<file path="config.mk">
export PLATFORM = sky130hd
export DESIGN_NAME = pcs_rx_sync_monitor
export DESIGN_NICKNAME = d
export VERILOG_FILES = /design/src/rtl/pcs_rx_sync_monitor.sv
export SDC_FILE = /design/constraint.sdc
export NUM_CORES = 1
export LEC_CHECK = 0
export ABC_AREA = 1
export CORE_ASPECT_RATIO = 1.5
export CORE_MARGIN = 5
export CORE_UTILIZATION = 61
export DETAILED_ROUTE_END_ITERATION = 6
export HOLD_SLACK_MARGIN = 0.05
export MAX_ROUTING_LAYER = met4
export PLACE_DENSITY = 0.88
export SYNTH_ARGS = -nofsm -noshare
export SYNTH_HDL_FRONTEND = slang
export SYNTH_SLANG_ARGS = --single-unit
export TNS_END_PERCENT = 20
</file>
<file path="constraint.sdc">
create_clock -name i_clk -period 4.9 [get_ports i_clk]
set_clock_uncertainty 0.05 [all_clocks]
set_input_delay 1.47 -clock i_clk [delete_from_list [all_inputs] [get_ports i_clk]]
set_output_delay 1.47 -clock i_clk [all_outputs]
set_load 0.1 [all_outputs]
</file>
<file path="src/rtl/pcs_rx_sync_monitor.sv">
// pcs_rx_sync_monitor
// 64b/66b RX block-lock state machine with configurable thresholds, a
// post-slip settle timer, a hi_ber monitor and a saturating errored-block
// counter. All outputs come straight from flops.
//
// Handshake: i_header is consumed on every clock where i_header_valid=1 and
// the block is in TEST_SH; there is no back-pressure, and headers that arrive
// during SLIP_WAIT are dropped.
module pcs_rx_sync_monitor #(
    parameter int unsigned LOCK_COUNT       = 64,
    parameter int unsigned BAD_LOCK_COUNT   = 16,
    parameter int unsigned SLIP_WAIT_CYCLES = 32,
    parameter int unsigned BER_WINDOW       = 31250,
    parameter int unsigned BER_THRESH       = 16,
    parameter int unsigned ERR_CNT_WIDTH    = 16
) (
    input  logic                     i_clk,
    input  logic                     i_reset,
    input  logic [1:0]               i_header,
    input  logic                     i_header_valid,
    input  logic                     i_clear_cnt,
    output logic                     o_slip,
    output logic                     o_block_lock,
    output logic                     o_hi_ber,
    output logic [ERR_CNT_WIDTH-1:0] o_errored_blocks
);

    localparam int unsigned SH_W   = $clog2(LOCK_COUNT + 1);
    localparam int unsigned BAD_W  = $clog2(BAD_LOCK_COUNT + 1);
    localparam int unsigned WAIT_W = $clog2(SLIP_WAIT_CYCLES + 1);
    localparam int unsigned TMR_W  = $clog2(BER_WINDOW + 1);
    localparam int unsigned BER_W  = $clog2(BER_THRESH + 1);

    typedef enum logic {
        ST_TEST_SH   = 1'b0,
        ST_SLIP_WAIT = 1'b1
    } state_t;

    state_t                   state_q, state_d;
    logic                     lock_q, lock_d;
    logic                     slip_q, slip_d;
    logic                     hi_ber_q, hi_ber_d;
    logic [SH_W-1:0]          sh_cnt_q, sh_cnt_d;
    logic [BAD_W-1:0]         invld_q, invld_d;
    logic [WAIT_W-1:0]        wait_q, wait_d;
    logic [TMR_W-1:0]         timer_q, timer_d;
    logic [BER_W-1:0]         ber_cnt_q, ber_cnt_d;
    logic [ERR_CNT_WIDTH-1:0] err_q, err_d;

    logic                     hdr_bad;
    logic                     hdr_eval;
    logic                     bad_eval;
    logic [SH_W-1:0]          sh_nxt;
    logic [BAD_W-1:0]         invld_nxt;

    // Next-state logic for the lock FSM, BER monitor and errored counter.
    always_comb begin
        state_d   = state_q;
        lock_d    = lock_q;
        slip_d    = 1'b0;
        hi_ber_d  = hi_ber_q;
        sh_cnt_d  = sh_cnt_q;
        invld_d   = invld_q;
        wait_d    = wait_q;
        timer_d   = timer_q;
        ber_cnt_d = ber_cnt_q;
        err_d     = err_q;

        // 2'b00 and 2'b11 are the two illegal sync headers.
        hdr_bad   = (i_header[1] == i_header[0]);
        hdr_eval  = i_header_valid && (state_q == ST_TEST_SH);
        bad_eval  = hdr_eval && hdr_bad;
        sh_nxt    = sh_cnt_q + SH_W'(1);
        invld_nxt = invld_q + BAD_W'(hdr_bad);

        case (state_q)
            ST_TEST_SH: begin
                if (hdr_eval) begin
                    if (!lock_q) begin
                        if (hdr_bad) begin
                            slip_d   = 1'b1;
                            sh_cnt_d = '0;
                            wait_d   = '0;
                            state_d  = ST_SLIP_WAIT;
                        end else if (sh_nxt == SH_W'(LOCK_COUNT)) begin
                            lock_d   = 1'b1;
                            sh_cnt_d = '0;
                        end else begin
                            sh_cnt_d = sh_nxt;
                        end
                    end else begin
                        // Lock loss takes priority over window completion.
                        if (invld_nxt == BAD_W'(BAD_LOCK_COUNT)) begin
                            lock_d   = 1'b0;
                            slip_d   = 1'b1;
                            sh_cnt_d = '0;
                            invld_d  = '0;
                            wait_d   = '0;
                            state_d  = ST_SLIP_WAIT;
                        end else if (sh_nxt == SH_W'(LOCK_COUNT)) begin
                            sh_cnt_d = '0;
                            invld_d  = '0;
                        end else begin
                            sh_cnt_d = sh_nxt;
                            invld_d  = invld_nxt;
                        end
                    end
                end
            end
            ST_SLIP_WAIT: begin
                // The slip-pulse cycle is the first of the settle cycles.
                if (wait_q == WAIT_W'(SLIP_WAIT_CYCLES - 1)) begin
                    wait_d  = '0;
                    state_d = ST_TEST_SH;
                end else begin
                    wait_d = wait_q + WAIT_W'(1);
                end
            end
            default: begin
                state_d = ST_TEST_SH;
            end
        endcase

        // BER monitor runs only while lock is held on both sides of the edge.
        if (lock_q && lock_d) begin
            if (timer_q == TMR_W'(BER_WINDOW - 1)) begin
                timer_d   = '0;
                hi_ber_d  = (ber_cnt_q >= BER_W'(BER_THRESH));
                ber_cnt_d = BER_W'(bad_eval);
            end else begin
                timer_d = timer_q + TMR_W'(1);
                if (bad_eval && (ber_cnt_q != BER_W'(BER_THRESH))) begin
                    ber_cnt_d = ber_cnt_q + BER_W'(1);
                end
            end
            if (ber_cnt_d >= BER_W'(BER_THRESH)) begin
                hi_ber_d = 1'b1;
            end
        end else begin
            timer_d   = '0;
            ber_cnt_d = '0;
            hi_ber_d  = 1'b0;
        end

        // Errored-block counter saturates; clear beats increment.
        if (i_clear_cnt) begin
            err_d = '0;
        end else if (lock_q && bad_eval && (err_q != {ERR_CNT_WIDTH{1'b1}})) begin
            err_d = err_q + ERR_CNT_WIDTH'(1);
        end
    end

    // State and output registers with synchronous reset.
    always_ff @(posedge i_clk) begin
        if (i_reset) begin
            state_q   <= ST_TEST_SH;
            lock_q    <= 1'b0;
            slip_q    <= 1'b0;
            hi_ber_q  <= 1'b0;
            sh_cnt_q  <= '0;
            invld_q   <= '0;
            wait_q    <= '0;
            timer_q   <= '0;
            ber_cnt_q <= '0;
            err_q     <= '0;
        end else begin
            state_q   <= state_d;
            lock_q    <= lock_d;
            slip_q    <= slip_d;
            hi_ber_q  <= hi_ber_d;
            sh_cnt_q  <= sh_cnt_d;
            invld_q   <= invld_d;
            wait_q    <= wait_d;
            timer_q   <= timer_d;
            ber_cnt_q <= ber_cnt_d;
            err_q     <= err_d;
        end
    end

    assign o_slip           = slip_q;
    assign o_block_lock     = lock_q;
    assign o_hi_ber         = hi_ber_q;
    assign o_errored_blocks = err_q;

endmodule

</file>
==> summary.md <==
| Metric | Value |
|---|---|
| Max Fanout on Critical Path | `6` |
| Most frequent cells in the layout | `103 x nand2_1, 58 x inv_1, 58 x dfxtp_1, 40 x a21oi_1, 39 x nor2_1` |
| Placed cell areas | `3350 um^2` |
| Ports | `25` |
| Number of global-route vias before repair | `2870` |
| Initial antenna violation count | `0` |
| Syn Area/Cell | `7.00 um^2` |
| Area delta synth->final | `17.5%` |
| DR vias/cell | `5.42` |
| Top delay family on crit path | `simple AND/OR/NAND/NOR gates` |
| GRT Total Usage | `0.234` |
| Largest net degree at the start of global routing | `21` |
| Final design utilization | `0.743` |
| Worst-skew pair later-pin latency | `0.34 ns` |
| DRT Pass-1 Iters | `4` |
| Seq/Total Area, Yosys | `0.378` |
| DRC errors left | `0` |
| DR iter-0 viols | `152` |
| Tot Pwr | `around 0.0011 W` |
| Hold Path Depth | `2` |
| R2R Setup Slk | `2.81 ns` |
| Share of cells above drive strength 1 | `0.0825` |
| CP Class | `input pin to flip-flop` |
| Die Ht | `96.9 um` |
| Yosys reg bits | `58` |
| Status | `complete, no violations` |
| CP Depth | `13` |
| CTS tree | `done` |
| HP Class | `flip-flop to flip-flop` |
| HPWL after DPL | `4.83 mm` |
| Max-cap violations | `0` |
| Slew @ Worst Pin | `0.983 ns` |
| Final wirelength | `around 6.9 mm` |
| TritonCTS buffer count | `9` |
| N_diodes | `0` |
| Fmax | `279 MHz` |
| Netlist cell types | `33` |
| Synthesized area | `3070 um^2` |
| Post-route antenna net violation count | `0` |
| Hold_sp | `timer_q[14]` |
| CP Capture Type | `flip-flop` |
| GRT overflow | `0` |
| P_leak | `1.33 nW` |
| First-pass GRT wire length | `11.8 mm` |
| Tcrit/Tclk final | `0.730` |
| Slowest CP cell | `clkdlybuf4s50_1` |
| Worst Path Buf+Inv | `3` |
| CTS Buffer Depth | `2` |
| Final min period | `3.58 ns` |
| Yosys warning total | `0` |
| Design Area, Final | `3600 um^2` |
| Drt wl/cell | `around 13 um` |
| Worst Setup Start Kind | `input pin` |
| TNS Setup | `0 ns` |
| Number of H-tree levels | `3` |
| Yosys top cell by area | `dfxtp_1` |
| Worst Path Required | `approximately 5.1 ns` |
| Die W | `67.9 um` |
| Clk pin slew, worst setup/hold paths | `0.06 ns` |
| R2R cell count | `9` |
| Synthesized netlist net count | `453` |
| Slew Limit Fails | `0` |
| Die ar. | `6580 um^2` |
| Post-CTS Setup Inserts | `0` |
| Layout Nets | `483` |
| Critical-path cell list | `clkdlybuf4s50_1 -> inv_1 -> nand2_1 -> nand2_1 -> ha_1 -> ha_1 -> or2_2 -> nor2_1 -> nand3_2 -> nand3_1 -> nand3_1 -> o21ai_0 -> inv_1` |
| Slew margin rel. | `0.343` |
| Max VDD drop | `0.000203 V` |
| Synth top area share | `0.378` |
| Clk root buf | `clkbuf_8` |
| Worst R2R Start | `invld_q[0]` |
| Routed vias | `2921` |
| Max stage delay on crit path | `roughly 0.47 ns` |
| Crit Reg-Reg Endpoint | `wait_q[0]` |
| Rows | `31` |
| Hold_ws | `about 0.43 ns` |
| Hold EP | `timer_q[14]` |
| Commonest non-fill, non-tap cell in the layout | `nand2_1` |
| Power Density | `between 200 and 300 nW/um^2` |
| I/O Buffers | `24` |
| Post-CTS Resized | `0` |
| Top cells by area, synth | `dfxtp_1 38%, nand2_1 13%, inv_1 7.1%` |
| Routability-driven placement congestion ratio | `0.906` |
| Hold Buf Count CTS | `0` |
| Total core area | `4850 um^2` |
| RSZ-0062 raised after global routing | `false` |
| Clock sinks | `58` |
| Worst endpoint data arrival time | `3.76 ns` |
| # setup viols final | `0` |
| Synth Instances | `438` |
| Initial Util | `0.633` |
| Final Hold Viols | `0` |
-- layer usage --
metal / global-route usage / up-vias / part of all wire / routed length (um)
met1: 0.233 / 1347 / 0.39 / 2710
met3: 0.0568 / 22 / 0.036 / 248
met5: - / - / 0 / 0
met4: 0.119 / 0 / 0.030 / 208
met2: 0.404 / 67 / 0.54 / 3730
li1: - / 1485 / - / -
-- worst reg2reg max path: stages, from the launching register on --
cell and delay [ns]:
dfxtp_1 0.32, ha_1 0.23, ha_1 0.30, or2_2 0.30
nor2_1 0.13, nand3_2 0.13, nand3_1 0.11, nand3_1 0.16
o21ai_0 0.20, inv_1 0.06
-- registers in the layout, indices dropped and copies added, names as in the netlist --
signal / flops
ber_cnt_q: 5
invld_q: 5
o_block_lock: 1
o_errored_blocks: 16
o_hi_ber: 1
o_slip: 1
sh_cnt_q: 7
state_q: 1
timer_q: 15
wait_q: 6
-- power by group --
| group | leakage, nW | internal (W) | total [W] | switching (W) |
|---|---|---|---|---|
| combinational | 0.736 | 0.0000143 | 0.0000443 | 0.0000299 |
| sequential | 0.468 | 0.000475 | 0.000478 | 0.00000359 |
| clock | 0.129 | 0.000364 | 0.000552 | 0.000189 |
-- layout make-up --
type | count | area [um^2]
Multi-Input combinational cell | 314 | 1640
Fill cell | 381 | 1240
Sequential cell | 58 | 1160
Timing Repair Buffer | 25 | 248
Inverter | 60 | 225
Clock buffer | 11 | 151
Clock inverter | 5 | 100
Tap cell | 66 | 82.6
-- per-stage QoR --
stage | cells | setup WS (ns)
floorplan | 438 | 1.66
global placement | 523 | 1.12
detailed placement | 523 | 1.02
CTS | 539 | 1.32
global route | 539 | 1.13
finish | 539 | 1.32
-- worst max path at each step --
stage | start | endpoint | slack (ns)
2_1_floorplan | i_header[1] | ber_cnt_q[4] | 1.66
3_3_place_gp | i_header[1] | ber_cnt_q[2] | 1.12
3_5_place_dp | i_header[1] | wait_q[0] | 1.02
4_1_cts | i_header[1] | wait_q[0] | 1.32
5_1_grt | i_header[1] | wait_q[2] | 1.13
6_report | i_header[1] | wait_q[0] | 1.32
-- cells by family after synthesis --
logic type      after synthesis  share of synthesized area
fa+ha+maj                     9                     0.0367
flops                        58                      0.378
xor+xnor                     16                     0.0457
buf+inv                      66                     0.0885
simple gates                222                      0.332
compound gates               66                      0.115
mux                           1                    0.00367
-- synth_stat cells (all sizes together) --
library cell,count
a21oi,43
a31oi,1
and3,2
buf,4
clkbuf,2
dfxtp,58
ha,9
inv,60
mux2,1
nand2,105
nand3,39
nand4,14
nor2,45
nor3,11
nor3b,2
nor4,2
o21ai,20
o21bai,2
or2,2
xnor2,4
xor2,12
(Power assumes the default switching activity.)
